<file path="config.mk">
export PLATFORM = sky130hd
export DESIGN_NAME = wbu_flat
export DESIGN_NICKNAME = d
export VERILOG_FILES = /design/src/rtl/npc_pkg.sv /design/src/rtl/wbu_if.sv /design/src/rtl/load_extract.sv /design/src/rtl/wbu.sv /design/src/flat_wrapper.sv
export SDC_FILE = /design/constraint.sdc
export NUM_CORES = 1
export LEC_CHECK = 0
export CAP_MARGIN = 20
export CORE_ASPECT_RATIO = 1.5
export CORE_MARGIN = 5
export CORE_UTILIZATION = 54
export CTS_CLUSTER_DIAMETER = 100
export DETAILED_ROUTE_END_ITERATION = 8
export GPL_TIMING_DRIVEN = 0
export PLACE_DENSITY = 0.84
export SYNTH_ARGS = -nofsm -noshare
export SYNTH_HDL_FRONTEND = slang
export SYNTH_SLANG_ARGS = --single-unit
</file>
<file path="constraint.sdc">
create_clock -name clk -period 5.45 [get_ports clk]
set_input_delay 1.09 -clock clk [delete_from_list [all_inputs] [get_ports clk]]
set_output_delay 1.09 -clock clk [all_outputs]
set_load 0.005 [all_outputs]
</file>
<file path="src/rtl/npc_pkg.sv">
// npc_pkg: encodings and types shared by the NPC write-back unit.
//   wb_sel_e   : write-back source select
//   br_type_e  : branch/jump kind
//   ld_ctrl_e  : load width/extension
//   CMP_*      : three-way compare codes produced by the execute stage
//   wbu_state_e: write-back FSM states
//   wbu_req_t  : latched instruction payload
package npc_pkg;

    localparam int unsigned XLEN     = 32;
    localparam int unsigned REG_AW   = 5;

    typedef enum logic [1:0] {
        WB_NONE = 2'b00,
        WB_EXU  = 2'b01,
        WB_LOAD = 2'b10,
        WB_PC4  = 2'b11
    } wb_sel_e;

    typedef enum logic [2:0] {
        BR_NONE = 3'b000,
        BR_EQ   = 3'b001,
        BR_NE   = 3'b010,
        BR_LT   = 3'b011,
        BR_GE   = 3'b100,
        BR_JAL  = 3'b101,
        BR_JALR = 3'b110
    } br_type_e;

    typedef enum logic [2:0] {
        LD_LB  = 3'b000,
        LD_LH  = 3'b001,
        LD_LW  = 3'b010,
        LD_LBU = 3'b100,
        LD_LHU = 3'b101
    } ld_ctrl_e;

    localparam logic [XLEN-1:0] CMP_EQ = 32'd0;
    localparam logic [XLEN-1:0] CMP_GT = 32'b10;
    localparam logic [XLEN-1:0] CMP_LT = 32'b100;

    typedef enum logic [1:0] {
        S_IDLE     = 2'd0,
        S_WAIT_MEM = 2'd1,
        S_COMMIT   = 2'd2
    } wbu_state_e;

    typedef struct packed {
        logic [XLEN-1:0]   pc;
        logic [XLEN-1:0]   exu_data;
        logic [XLEN-1:0]   imm;
        logic [REG_AW-1:0] rd;
        wb_sel_e           wb_sel;
        br_type_e          br_type;
        ld_ctrl_e          ld_ctrl;
        logic [1:0]        addr_lo;
    } wbu_req_t;

endpackage

</file>
<file path="src/rtl/wbu_if.sv">
// wbu_if: execute-stage -> write-back handshake and instruction payload.
//   master (execute): drives in_valid and in_* fields, samples in_ready
//   slave  (wbu)    : samples in_valid and in_* fields, drives in_ready
interface wbu_if;
    import npc_pkg::*;

    logic              in_valid;
    logic              in_ready;
    logic [XLEN-1:0]   in_pc;
    logic [XLEN-1:0]   in_exu_data;
    logic [XLEN-1:0]   in_imm;
    logic [REG_AW-1:0] in_rd;
    logic [1:0]        in_wb_sel;
    logic [2:0]        in_br_type;
    logic [2:0]        in_ld_ctrl;
    logic [1:0]        in_addr_lo;

    modport master (
        output in_valid, in_pc, in_exu_data, in_imm, in_rd,
               in_wb_sel, in_br_type, in_ld_ctrl, in_addr_lo,
        input  in_ready
    );

    modport slave (
        input  in_valid, in_pc, in_exu_data, in_imm, in_rd,
               in_wb_sel, in_br_type, in_ld_ctrl, in_addr_lo,
        output in_ready
    );

endinterface

</file>
<file path="src/rtl/load_extract.sv">
// load_extract: combinational byte/half/word select and sign/zero extension
// of a raw aligned memory word.
//   rdata_i   : raw aligned memory word
//   ld_ctrl_i : load kind (reserved encodings behave as lw)
//   addr_lo_i : byte offset; halves use addr_lo_i[1]
//   data_o    : extended load value
module load_extract
    import npc_pkg::*;
(
    input  logic [XLEN-1:0] rdata_i,
    input  ld_ctrl_e        ld_ctrl_i,
    input  logic [1:0]      addr_lo_i,
    output logic [XLEN-1:0] data_o
);

    logic [7:0]  byte_sel;
    logic [15:0] half_sel;

    always_comb begin
        byte_sel = rdata_i[7:0];
        case (addr_lo_i)
            2'd1:    byte_sel = rdata_i[15:8];
            2'd2:    byte_sel = rdata_i[23:16];
            2'd3:    byte_sel = rdata_i[31:24];
            default: byte_sel = rdata_i[7:0];
        endcase
        half_sel = addr_lo_i[1] ? rdata_i[31:16] : rdata_i[15:0];

        data_o = rdata_i;
        case (ld_ctrl_i)
            LD_LB:   data_o = {{24{byte_sel[7]}}, byte_sel};
            LD_LH:   data_o = {{16{half_sel[15]}}, half_sel};
            LD_LBU:  data_o = {24'd0, byte_sel};
            LD_LHU:  data_o = {16'd0, half_sel};
            default: data_o = rdata_i;
        endcase
    end

endmodule

</file>
<file path="src/rtl/wbu.sv">
// wbu: write-back and branch-resolution unit. Accepts one instruction per
// handshake, waits for load data when needed, then issues one registered
// commit carrying the GPR write and the next PC.
//   clk, rst           : clock, synchronous active-high reset
//   in_if (slave)      : instruction handshake and payload
//   mem_rvalid/rdata   : load response (ignored outside WAIT_MEM)
//   gpr_wen/waddr/wdata: register-file write
//   pc_wen/pc_next     : PC update
//   commit             : one-cycle retire pulse
// Optional: `define WBU_DIFFTEST_EN adds dt_pc (PC of retiring instruction)
// and dt_retired (64-bit retire counter).
module wbu
    import npc_pkg::*;
#(
    parameter logic [31:0] RESET_PC = 32'h8000_0000
) (
    input  logic              clk,
    input  logic              rst,
    wbu_if.slave              in_if,
    input  logic              mem_rvalid,
    input  logic [XLEN-1:0]   mem_rdata,
    output logic              gpr_wen,
    output logic [REG_AW-1:0] gpr_waddr,
    output logic [XLEN-1:0]   gpr_wdata,
    output logic              pc_wen,
    output logic [XLEN-1:0]   pc_next,
    output logic              commit
`ifdef WBU_DIFFTEST_EN
    ,
    output logic [XLEN-1:0]   dt_pc,
    output logic [63:0]       dt_retired
`endif
);

    wbu_state_e        state_q, state_d;
    wbu_req_t          req_q, req_d;
    wbu_req_t          in_req, src;
    logic              gpr_wen_q, gpr_wen_d;
    logic [REG_AW-1:0] gpr_waddr_q, gpr_waddr_d;
    logic [XLEN-1:0]   gpr_wdata_q, gpr_wdata_d;
    logic              pc_wen_q, pc_wen_d;
    logic [XLEN-1:0]   pc_next_q, pc_next_d;
    logic              commit_q, commit_d;
    logic [XLEN-1:0]   ld_data_c, wb_data_c, npc_c;
    logic              taken_c;
    logic              go_commit_c;

    assign in_req = '{
        pc:       in_if.in_pc,
        exu_data: in_if.in_exu_data,
        imm:      in_if.in_imm,
        rd:       in_if.in_rd,
        wb_sel:   wb_sel_e'(in_if.in_wb_sel),
        br_type:  br_type_e'(in_if.in_br_type),
        ld_ctrl:  ld_ctrl_e'(in_if.in_ld_ctrl),
        addr_lo:  in_if.in_addr_lo
    };

    // Commit results are computed from the live inputs when a non-load is
    // accepted, so the commit registers load on the accept edge.
    assign src = (state_q == S_IDLE) ? in_req : req_q;

    assign in_if.in_ready = (state_q == S_IDLE);

    load_extract u_load_extract (
        .rdata_i   (mem_rdata),
        .ld_ctrl_i (src.ld_ctrl),
        .addr_lo_i (src.addr_lo),
        .data_o    (ld_data_c)
    );

    // Write-back data select
    always_comb begin
        case (src.wb_sel)
            WB_EXU:  wb_data_c = src.exu_data;
            WB_LOAD: wb_data_c = ld_data_c;
            WB_PC4:  wb_data_c = src.pc + 32'd4;
            default: wb_data_c = '0;
        endcase
    end

    // Branch resolution; unknown compare codes read as not-equal
    always_comb begin
        case (src.br_type)
            BR_EQ:   taken_c = (src.exu_data == CMP_EQ);
            BR_NE:   taken_c = (src.exu_data != CMP_EQ);
            BR_LT:   taken_c = (src.exu_data == CMP_LT);
            BR_GE:   taken_c = (src.exu_data != CMP_LT);
            BR_JAL:  taken_c = 1'b1;
            default: taken_c = 1'b0;
        endcase
        if (src.br_type == BR_JALR) begin
            npc_c = src.exu_data & ~32'd1;
        end else if (taken_c) begin
            npc_c = src.pc + src.imm;
        end else begin
            npc_c = src.pc + 32'd4;
        end
    end

    // Next-state and registered-output logic
    always_comb begin
        state_d     = state_q;
        req_d       = req_q;
        gpr_wen_d   = 1'b0;
        gpr_waddr_d = gpr_waddr_q;
        gpr_wdata_d = gpr_wdata_q;
        pc_wen_d    = 1'b0;
        pc_next_d   = pc_next_q;
        commit_d    = 1'b0;
        go_commit_c = 1'b0;

        case (state_q)
            S_IDLE: begin
                if (in_if.in_valid) begin
                    req_d = in_req;
                    if (in_req.wb_sel == WB_LOAD) begin
                        state_d = S_WAIT_MEM;
                    end else begin
                        state_d     = S_COMMIT;
                        go_commit_c = 1'b1;
                    end
                end
            end
            S_WAIT_MEM: begin
                if (mem_rvalid) begin
                    state_d     = S_COMMIT;
                    go_commit_c = 1'b1;
                end
            end
            S_COMMIT: state_d = S_IDLE;
            default:  state_d = S_IDLE;
        endcase

        if (go_commit_c) begin
            gpr_wen_d   = (src.wb_sel != WB_NONE) && (src.rd != '0);
            gpr_waddr_d = src.rd;
            gpr_wdata_d = wb_data_c;
            pc_wen_d    = 1'b1;
            pc_next_d   = npc_c;
            commit_d    = 1'b1;
        end
    end

    always_ff @(posedge clk) begin
        if (rst) begin
            state_q     <= S_IDLE;
            req_q       <= '0;
            gpr_wen_q   <= 1'b0;
            gpr_waddr_q <= '0;
            gpr_wdata_q <= '0;
            pc_wen_q    <= 1'b0;
            pc_next_q   <= RESET_PC;
            commit_q    <= 1'b0;
        end else begin
            state_q     <= state_d;
            req_q       <= req_d;
            gpr_wen_q   <= gpr_wen_d;
            gpr_waddr_q <= gpr_waddr_d;
            gpr_wdata_q <= gpr_wdata_d;
            pc_wen_q    <= pc_wen_d;
            pc_next_q   <= pc_next_d;
            commit_q    <= commit_d;
        end
    end

    assign gpr_wen   = gpr_wen_q;
    assign gpr_waddr = gpr_waddr_q;
    assign gpr_wdata = gpr_wdata_q;
    assign pc_wen    = pc_wen_q;
    assign pc_next   = pc_next_q;
    assign commit    = commit_q;

`ifdef WBU_DIFFTEST_EN
    logic [XLEN-1:0] dt_pc_q;
    logic [63:0]     dt_retired_q;

    // Counter advances as each commit pulse retires
    always_ff @(posedge clk) begin
        if (rst) begin
            dt_pc_q      <= '0;
            dt_retired_q <= '0;
        end else begin
            if (go_commit_c) begin
                dt_pc_q <= src.pc;
            end
            if (commit_q) begin
                dt_retired_q <= dt_retired_q + 64'd1;
            end
        end
    end

    assign dt_pc      = dt_pc_q;
    assign dt_retired = dt_retired_q;
`endif

endmodule
</file>
<file path="src/flat_wrapper.sv">
// flat-port wrapper written by rule: the top's interface ports become plain ports
module wbu_flat import npc_pkg::*;
#(
    parameter logic [31:0] RESET_PC = 32'h8000_0000
)
  (clk, rst, mem_rvalid, mem_rdata, gpr_wen, gpr_waddr, gpr_wdata, pc_wen, pc_next, commit, in_if_in_valid, in_if_in_pc, in_if_in_exu_data, in_if_in_imm, in_if_in_rd, in_if_in_wb_sel, in_if_in_br_type, in_if_in_ld_ctrl, in_if_in_addr_lo, in_if_in_ready);
  wbu_if in_if_i ();
  input  logic clk;
  input  logic rst;
  input  logic mem_rvalid;
  input  logic [XLEN-1:0] mem_rdata;
  output logic gpr_wen;
  output logic [REG_AW-1:0] gpr_waddr;
  output logic [XLEN-1:0] gpr_wdata;
  output logic pc_wen;
  output logic [XLEN-1:0] pc_next;
  output logic commit;
  input wire logic [$bits(in_if_i.in_valid)-1:0] in_if_in_valid;
  input wire logic [$bits(in_if_i.in_pc)-1:0] in_if_in_pc;
  input wire logic [$bits(in_if_i.in_exu_data)-1:0] in_if_in_exu_data;
  input wire logic [$bits(in_if_i.in_imm)-1:0] in_if_in_imm;
  input wire logic [$bits(in_if_i.in_rd)-1:0] in_if_in_rd;
  input wire logic [$bits(in_if_i.in_wb_sel)-1:0] in_if_in_wb_sel;
  input wire logic [$bits(in_if_i.in_br_type)-1:0] in_if_in_br_type;
  input wire logic [$bits(in_if_i.in_ld_ctrl)-1:0] in_if_in_ld_ctrl;
  input wire logic [$bits(in_if_i.in_addr_lo)-1:0] in_if_in_addr_lo;
  output wire logic [$bits(in_if_i.in_ready)-1:0] in_if_in_ready;
  assign in_if_i.in_valid = in_if_in_valid;
  assign in_if_i.in_pc = in_if_in_pc;
  assign in_if_i.in_exu_data = in_if_in_exu_data;
  assign in_if_i.in_imm = in_if_in_imm;
  assign in_if_i.in_rd = in_if_in_rd;
  assign in_if_i.in_wb_sel = in_if_in_wb_sel;
  assign in_if_i.in_br_type = in_if_in_br_type;
  assign in_if_i.in_ld_ctrl = in_if_in_ld_ctrl;
  assign in_if_i.in_addr_lo = in_if_in_addr_lo;
  assign in_if_in_ready = in_if_i.in_ready;
  wbu #(.RESET_PC(RESET_PC)) u_core (.clk(clk), .rst(rst), .in_if(in_if_i), .mem_rvalid(mem_rvalid), .mem_rdata(mem_rdata), .gpr_wen(gpr_wen), .gpr_waddr(gpr_waddr), .gpr_wdata(gpr_wdata), .pc_wen(pc_wen), .pc_next(pc_next), .commit(commit));
endmodule
</file>
==> out/qor.yml, run 1 <==
finClkSkew_ps: 10.3
synth_most_common_cell: "nand2_1"
grt_max_degree: 20
fin_tns_setup_ps: 0
coreArea_sq_um: 22200
worstSetupPathType: "flip-flop to flip-flop"
fin_ws_ps: 168
pre_cts_ws_ps: -1690
synth_common_cells: "nand2_1 (465), a21oi_1 (202), dfxtp_1 (184), nor2_1 (121), o21ai_0 (91)"
synth_fp_nets: 1876
tightest_slew_ps: 1000
design_area_sq_um: 15300
antenna_found_initial: 0
wl_per_cell_microns: 25.1
crit_arrival_ps: 5670
hpwl_microns: 44400
yosys_warnings: 0
syn_avg_cell_area_sq_um: 7.10
min_path_cells: 2
setup_viol: 0
drt_iter0_markers: 1690
h-tree-depth: 4
first_pass_iters: 8
die-width_microns: 132
period_share: 0.969
postPlaceCellArea_sq_um: 14600
place_congestion: 1.07
fmax_mhz: 189
grt-ovfl-total: 0
peakVddDrop_mv: 0.265
diodes: 0
via_count: 14437
die_h_microns: 193
drc: 0
post-route-util: 0.687
max-slew-margin-rel: 0.313
cts_tree: "yes"
async_reset_ff_frac: 0
p_per_area_nw_per_um2: 287
numCtsBuffers: 17
cp-start-kind: "flip-flop"
synth_top_area_share: 0.305
first_global_vias: 13664
yosys_most_used_dff: "dfxtp_1"
ys_top_cells_by_area: "dfxtp_1 (31%), nand2_1 (14%), a21oi_1 (8.4%), mux2i_1 (5.9%), o21ai_0 (3.8%)"
cp.required_ps: 5840
max_cap_viol_count: 0
grt_pass1_wl_microns: 80700
drt_wl_total_microns: 55800
layout-drive-gt1-share: 0.0580
clockRootBuffer: "clkbuf_16"
final_antenna_net_count: 0
hold_path.class: "flip-flop to flip-flop"
std_cell_rows: 67
design.die.area_sq_um: 25500
ys_ff_latch: 184
synth_cells: 1700
ios: 220
leakage_uw: 0.00621
seq_area_frac_synth: 0.305
clk_pin_slew_worst_paths_ps: 70
viasPerCell: 6.49
min_period_ps: 5280
nNetsFinal: 2112
syn_area_sq_um: 12100
finalHoldViolations: 0
clkLatencyLatePin_ps: 460
hold_slack_ps: 454
cts.sinks: 184
grt_use_total: 0.416
cp-end-kind: "flip-flop"
yosys.area.top_type: "dfxtp_1"
status: "completed"
cp_max_fo: 19
synth_edf_count: 0
slew_violations: 0
area_growth_pct: 26.3
io_buffers: 219
start_util: 0.544
clockBufferDepth: 2
r2r_cells: 18
cts_hold_buffers: 0
rsz0062_at_grt: "false"
ys_types: 73
-- report_power, final --
| group | internal [uW] | switching (uW) | total (uW) |
|---|---|---|---|
| sequential | 1450 | 83.5 | 1530 |
| clock | 656 | 589 | 1250 |
| combinational | 621 | 984 | 1610 |
| total | 2730 | 1660 | 4380 |
-- logic make-up (layout without fill, tap and decap cells) --
group / Yosys count / count (layout) / synth area share
compound gates: 464 / 464 / 0.234
mux: 91 / 91 / 0.0784
xor+xnor: 59 / 59 / 0.0428
fa+ha+maj: 30 / 30 / 0.0309
flops: 184 / 184 / 0.305
simple gates: 728 / 728 / 0.257
buf+inv: 144 / 392 / 0.0516
-- layout make-up --
cell class / count / area, sq um
flip-flops and latches: 184 / 3680
plain buffers: 114 / 547
inverters: 25 / 93.8
clock inverters: 9 / 92.6
well taps: 276 / 345
repair buffers: 222 / 2210
multi-input cells: 1372 / 7810
clock buffers: 22 / 464
fillers: 1888 / 6960
-- cell usage in the layout, fill, tap and decap left out, types with 10 or more instances in the layout --
master           synthesis  final
nor2_1                 121    120
nand3_1                 24     24
o22ai_1                 12     12
dfxtp_1                184    184
nor4_1                  18     18
xnor2_1                 41     41
nor3_1                  30     30
clkbuf_1                73     71
ha_1                    29     29
a21o_1                  16     16
inv_1                   24     24
clkdlybuf4s50_1          0    219
nand4_1                 11     11
buf_4                    5     10
o21ai_0                 91     91
clkbuf_16                0     17
buf_2                   27     22
a311oi_1                12     11
nand2_1                465    465
a211oi_1                10     10
a21oi_1                202    201
a31oi_1                 13     13
xor2_1                  18     18
mux2_2                  19     19
mux2i_1                 71     71
a22o_1                  15     15
o211ai_1                28     28
-- worst paths after layout --
kind	from	endpoint	slack, ps
worst max register to register	u_core.state_q[1]	u_core.pc_next[30]	170
worst min-delay path	u_core.gpr_wdata[3]	u_core.gpr_wdata[3]	450
worst min register to register	u_core.gpr_wdata[3]	u_core.gpr_wdata[3]	450
worst max-delay path	u_core.state_q[1]	u_core.pc_next[30]	170
-- per-stage QoR --
step                      std cells  power [uW]
after detailed placement       2196        3080
after CTS                      2223        4300
final                          2224        4380
after global routing           2224        4510
after floorplan                1700        2420
after global placement         2195        3060
-- critical path: stages, from the launching register on --
cell      delay (ps)
dfxtp_1          400
or2_2            400
inv_2            110
buf_4            300
buf_8            270
buf_4            310
buf_4            420
nand2_1          110
nand2_1          240
ha_1             340
o21a_1           210
o211a_1          210
a21oi_1          320
o311ai_2         240
a21o_1           240
a21boi_0         400
a211oi_1         150
mux2_2           330
a31oi_1          170
-- state kept, by name, indices dropped and copies added (netlist names) --
name and cells:
u_core.gpr_wdata 32, u_core.gpr_waddr 5, u_core.pc_next 32, u_core.pc_wen 1, u_core.gpr_wen 1, u_core.req_q 111
u_core.state_q 2
-- timing repair --
item	in CTS	in global routing
resized for setup	21	6
setup endpoints to repair	43	12
pin swaps	0	3
buffers inserted	0	2
-- routing by layer --
| metal | global-route usage | part of all wire | vias to the layer above |
|---|---|---|---|
| met4 | 0.323 | 0.093 | 0 |
| met2 | 0.708 | 0.47 | 1017 |
| met5 | 0 | 0 | - |
| met1 | 0.451 | 0.35 | 6696 |
| li1 | - | - | 6429 |
| met3 | 0.0862 | 0.093 | 295 |
Note: power is estimated with default switching activity, not from simulation.
==> run 2, diff against run 1 <==
--- a/config.mk
+++ b/config.mk
@@ -13,6 +13,7 @@
 export DETAILED_ROUTE_END_ITERATION = 8
 export GPL_TIMING_DRIVEN = 0
 export PLACE_DENSITY = 0.84
+export SKIP_CTS_REPAIR_TIMING = 1
 export SYNTH_ARGS = -nofsm -noshare
 export SYNTH_HDL_FRONTEND = slang
 export SYNTH_SLANG_ARGS = --single-unit
==> out/qor.yml, run 2 (synthesis results as in run 1) <==
status: "complete, but fails checks"
violations: "design-rule violations"
place_congestion: 1.07  # unchanged
fill_cells: 1888  # unchanged
period_share: 0.988  # +0.0186
cp-start-kind: "flip-flop"
hold_slack_ps: 454  # -0.180 ps
p_total_uw: 4370  # -0.18%
regMostFlops: "u_core.req_q"
die_h_microns: 193  # unchanged
dp.cells: 2196  # unchanged
cts.sinks: 184  # unchanged
hpwl_microns: 44400  # unchanged
diodes: 0  # unchanged
pwr-share-seq: 0.350  # about the same
cp_cell_sequence: "or2_2, buf_4, buf_6, clkbuf_2, clkbuf_2, nand2_1, nand2_1, ha_1, a21oi_1, o2111ai_1, o211ai_1, a21oi_2, o41ai_4, nor2_2, or4_1, and4_1, nor3_1"
via_count: 14469  # +0.22%
hold_path.class: "flip-flop to flip-flop"
tightest_slew_ps: 1040  # +37.5 ps
worstSetupPathType: "flip-flop to flip-flop"
fin_cells: 2224  # unchanged
clockRootBuffer: "clkbuf_16"
cp_max_fo: 19  # unchanged
grt_use_total: 0.419  # +0.00346
largest_reg_flops: 111  # unchanged
io_buffers: 219  # unchanged
antenna_found_initial: 0  # unchanged
power.switching_uw: 1650  # -0.44%
wl_per_cell_microns: 25.1  # +0.13%
design.die.area_sq_um: 25500  # unchanged
grt-ovfl-total: 0  # unchanged
mostFrequentLayoutCells: "nand2_1 (465), clkdlybuf4s50_1 (219), a21oi_1 (201)"
start_util: 0.544  # unchanged
final_antenna_net_count: 0  # unchanged
first_pass_iters: 9  # +1
finalHoldViolations: 0  # unchanged
cp.required_ps: 5830  # about the same
mostFrequentLayoutCell: "nand2_1"
coreArea_sq_um: 22200  # unchanged
finClkSkew_ps: 11.0  # +0.675 ps
cts_tree: "yes"
grt_max_degree: 17  # -15%
area_growth_pct: 26.4  # about the same
die-width_microns: 132  # unchanged
fmax_mhz: 186  # -1.9%
ios: 220  # unchanged
max-slew-margin-rel: 0.307  # -0.00587
clockBufferDepth: 2  # unchanged
drt_wl_total_microns: 55900  # +0.13%
numCtsBuffers: 17  # unchanged
layout-drive-gt1-share: 0.0580  # unchanged
peakVddDrop_mv: 0.260  # -1.8%
crit_arrival_ps: 5760  # +90 ps
h-tree-depth: 4  # unchanged
critPathBufInv: 4  # -1
slowest_stage: "clkbuf_2"
drc: 1  # +1
cp-end-kind: "flip-flop"
nNetsFinal: 2112  # unchanged
leakage_uw: 0.00622  # about the same
swShare: 0.377  # -0.000981
clkLatencyLatePin_ps: 450  # about the same
crit_path_max_incr_delay_ps: 570  # +150 ps
setup_viol: 0  # unchanged
min_period_ps: 5380  # +102 ps
slew_violations: 0  # unchanged
viasPerCell: 6.51  # +0.22%
std_cell_rows: 67  # unchanged
first_global_vias: 13752  # +0.64%
pwr-share-comb: 0.366  # about the same
p_per_area_nw_per_um2: 287  # -0.26%
max_cap_viol_count: 0  # unchanged
cpLargestDelayFamily: "buffers and inverters"
grt_pass1_wl_microns: 81400  # +0.77%
pwr-share-clk: 0.283  # about the same
clk_pin_slew_worst_paths_ps: 70  # about the same
drt_iter0_markers: 1727  # +2.2%
post-route-util: 0.687  # about the same
p_int_uw: 2720  # about the same
[run 2: worst paths after layout]
path,from,end,slack [ps],depth (start not counted)
worst min register to register,u_core.gpr_wdata[1],u_core.gpr_wdata[1],450,2
worst max register to register,u_core.state_q[1],u_core.pc_next[31],70,17
worst max-delay path,u_core.state_q[1],u_core.pc_next[31],70,17
worst min-delay path,u_core.gpr_wdata[1],u_core.gpr_wdata[1],450,2
[run 2: power by group through the flow]
stage	Combinational, uW	Sequential, uW	Clock, uW
global route	1690	1540	1290
detailed placement	1530	1560	0
finish	1600	1530	1240
floorplan	880	1540	0
global placement	1510	1550	0
CTS	1540	1530	1230
[run 2: worst reg2reg max path, stage by stage (launching register included)]
cell and delay (ps):
dfxtp_1 510, or2_2 270, buf_4 240, buf_6 270, clkbuf_2 580, clkbuf_2 500, nand2_1 100, nand2_1 100
ha_1 280, a21oi_1 230, o2111ai_1 160, o211ai_1 370, a21oi_2 160, o41ai_4 540, nor2_2 130, or4_1 550
and4_1 190, nor3_1 150
[run 2: metrics by stage]
stage	area, sq um	setup WS (ps)	TNS (ps)
final	15300	65.9	0
after global routing	15300	-19.8	-19.8
after CTS	15200	-1770	-38070
after detailed placement	14600	-1690	-35780
after global placement	14600	-1750	-34690
after floorplan	12100	683	0
[run 2: metal layers]
layer,vias to the layer above,GRT usage,part of all wire
li1,6441,-,-
met1,6712,0.455,0.34
met2,1031,0.718,0.47
met3,285,0.0818,0.098
met4,0,0.325,0.088
met5,-,0,0
[run 2: area by class of cell]
cell class / instances / area, sq um / area share
Tap cell: 276 / 345 / 0.0226
Buffer: 115 / 567 / 0.0371
Timing Repair Buffer: 221 / 2210 / 0.145
Clock inverter: 9 / 92.6 / 0.00607
Sequential cell: 184 / 3680 / 0.241
Multi-Input combinational cell: 1372 / 7810 / 0.512
Inverter: 25 / 93.8 / 0.00615
Clock buffer: 22 / 464 / 0.0304
==> run 3, diff against run 2 <==
--- a/config.mk
+++ b/config.mk
@@ -8,11 +8,12 @@
 export CAP_MARGIN = 20
 export CORE_ASPECT_RATIO = 1.5
 export CORE_MARGIN = 5
-export CORE_UTILIZATION = 54
+export CORE_UTILIZATION = 55
 export CTS_CLUSTER_DIAMETER = 100
 export DETAILED_ROUTE_END_ITERATION = 8
+export DONT_BUFFER_PORTS = 1
 export GPL_TIMING_DRIVEN = 0
-export PLACE_DENSITY = 0.84
+export PLACE_DENSITY = 0.72
 export SKIP_CTS_REPAIR_TIMING = 1
 export SYNTH_ARGS = -nofsm -noshare
 export SYNTH_HDL_FRONTEND = slang
==> out/qor.yml, run 3 (synthesis results as in run 1) <==
status: "completed"
grt_pass1_wl_microns: 79000  # -2.9%
hold_path.class: "flip-flop to flip-flop"
largest_reg_flops: 111  # unchanged
grt_use_total: 0.426  # +0.00667
cp-start-kind: "flip-flop"
cp.required_ps: 5850  # +20 ps
first_global_vias: 12907  # -6.1%
cp_common_cell: "buf_6"
leakage_uw: 0.00544  # -13%
numCtsBuffers: 17  # unchanged
grt_max_degree: 17  # unchanged
post-route-util: 0.608  # -0.0795
hold_slack_ps: 456  # +2.63 ps
io_buffers: 0  # -100%
cp_cell_sequence: "or2_2, inv_2, buf_6, buf_6, buf_6, buf_6, buf_8, buf_6, buf_4, nand2_1, nand2_1, ha_2, or3b_2, o22ai_1, o211ai_1, a21oi_2, o41ai_4, nor2_1, mux2_2, a221oi_2, a21o_1"
clockRootBuffer: "clkbuf_16"
tightest_slew_ps: 1030  # -6.46 ps
crit_arrival_ps: 5850  # +90 ps
grt-ovfl-total: 0  # unchanged
multi_input_area_sq_um: 7820  # +0.16%
diodes: 0  # unchanged
std_cell_rows: 66  # -1.5%
fin_cells: 2006  # -9.8%
start_util: 0.558  # +0.0146
finalHoldViolations: 0  # unchanged
viasPerCell: 6.62  # +1.8%
h-tree-depth: 4  # unchanged
cpLargestDelayFamily: "buffers and inverters"
via_count: 13281  # -8.2%
min_period_ps: 5440  # +60.2 ps
antenna_found_initial: 1  # +1
mostFrequentLayoutCell: "nand2_1"
slowest_stage: "or3b_2"
dp.cells: 1973  # -10%
p_total_uw: 4200  # -4.0%
fmax_mhz: 184  # -1.1%
nNetsFinal: 1897  # -10%
period_share: 0.999  # +0.0110
cp-end-kind: "flip-flop"
design.die.area_sq_um: 25100  # -1.7%
max_cap_viol_count: 0  # unchanged
place_congestion: 1.06  # -0.68%
cts_tree: "yes"
clk_pin_slew_worst_paths_ps: 70  # about the same
clkLatencyLatePin_ps: 460  # about the same
cts.sinks: 184  # unchanged
postPlaceCellArea_sq_um: 12400  # -15%
regMostFlops: "u_core.req_q"
worstSetupPathType: "flip-flop to flip-flop"
finClkSkew_ps: 9.98  # -0.983 ps
ios: 220  # unchanged
drt_wl_total_microns: 54000  # -3.4%
first_pass_iters: 8  # -1
design_area_sq_um: 13100  # -14%
layout-drive-gt1-share: 0.0709  # +0.0129
p_per_area_nw_per_um2: 319  # +11%
wl_per_cell_microns: 26.9  # +7.1%
cp_max_fo: 10  # -9
clockBufferDepth: 2  # unchanged
drc: 0  # -1
die_h_microns: 191  # -0.86%
max-slew-margin-rel: 0.291  # -0.0154
crit_path_max_incr_delay_ps: 450  # -120 ps
slew_violations: 0  # unchanged
mostFrequentLayoutCells: "nand2_1 (465), a21oi_1 (199), dfxtp_1 (184)"
coreArea_sq_um: 21600  # -2.6%
area_growth_pct: 8.88
critPathBufInv: 8  # +4
fill_cells: 2063  # +9.3%
drt_iter0_markers: 1396  # -19%
peakVddDrop_mv: 0.241  # -7.3%
die-width_microns: 131  # -0.84%
final-seq-area_sq_um: 3680  # unchanged
setup_viol: 0  # unchanged
hpwl_microns: 42800  # -3.5%
final_antenna_net_count: 0  # unchanged
## run 3: final timing paths
check | from | slack, ps | end | depth (start not counted)
max reg2reg | u_core.state_q[1] | 6 | u_core.pc_next[23] | 21
max | u_core.state_q[1] | 6 | u_core.pc_next[23] | 21
min | u_core.req_q[31] | 460 | u_core.req_q[31] | 2
min reg2reg | u_core.req_q[31] | 460 | u_core.req_q[31] | 2
## run 3: area by class of cell
cell class                 count  share of cell area
buffer                       118              0.0454
timing repair buffer           3             0.00171
clock inverter                12              0.0107
clock buffer                  20              0.0340
sequential                   184               0.280
inverter                      25             0.00714
multi-input combinational   1372               0.595
tap                          272              0.0259
## run 3: per-stage QoR
step                      worst slack [ps]  TNS (ps)
final                                 5.76         0
after global routing                 -40.5     -40.5
after global placement               -1680    -38910
after detailed placement             -1620    -36630
after floorplan                        683         0
after CTS                            -1680    -38770
## run 3: routing by layer
metal  GRT usage  vias to the layer above  wire length [microns]
met5           0                        -                      0
met4       0.327                        0                   4790
met3       0.116                      248                   5710
met2       0.681                      889                  24900
met1       0.470                     6141                  18600
li1            -                     6003                      -
## run 3: where the power goes
group          total [uW]  internal, uW  switching, uW
sequential           1550          1450           96.8
clock                1300           697            603
combinational        1360           457            898
## run 3: worst min-delay path: stages (launching register included)
cell and delay [ps]:
dfxtp_1 310, nand2_1 50, a21oi_1 50
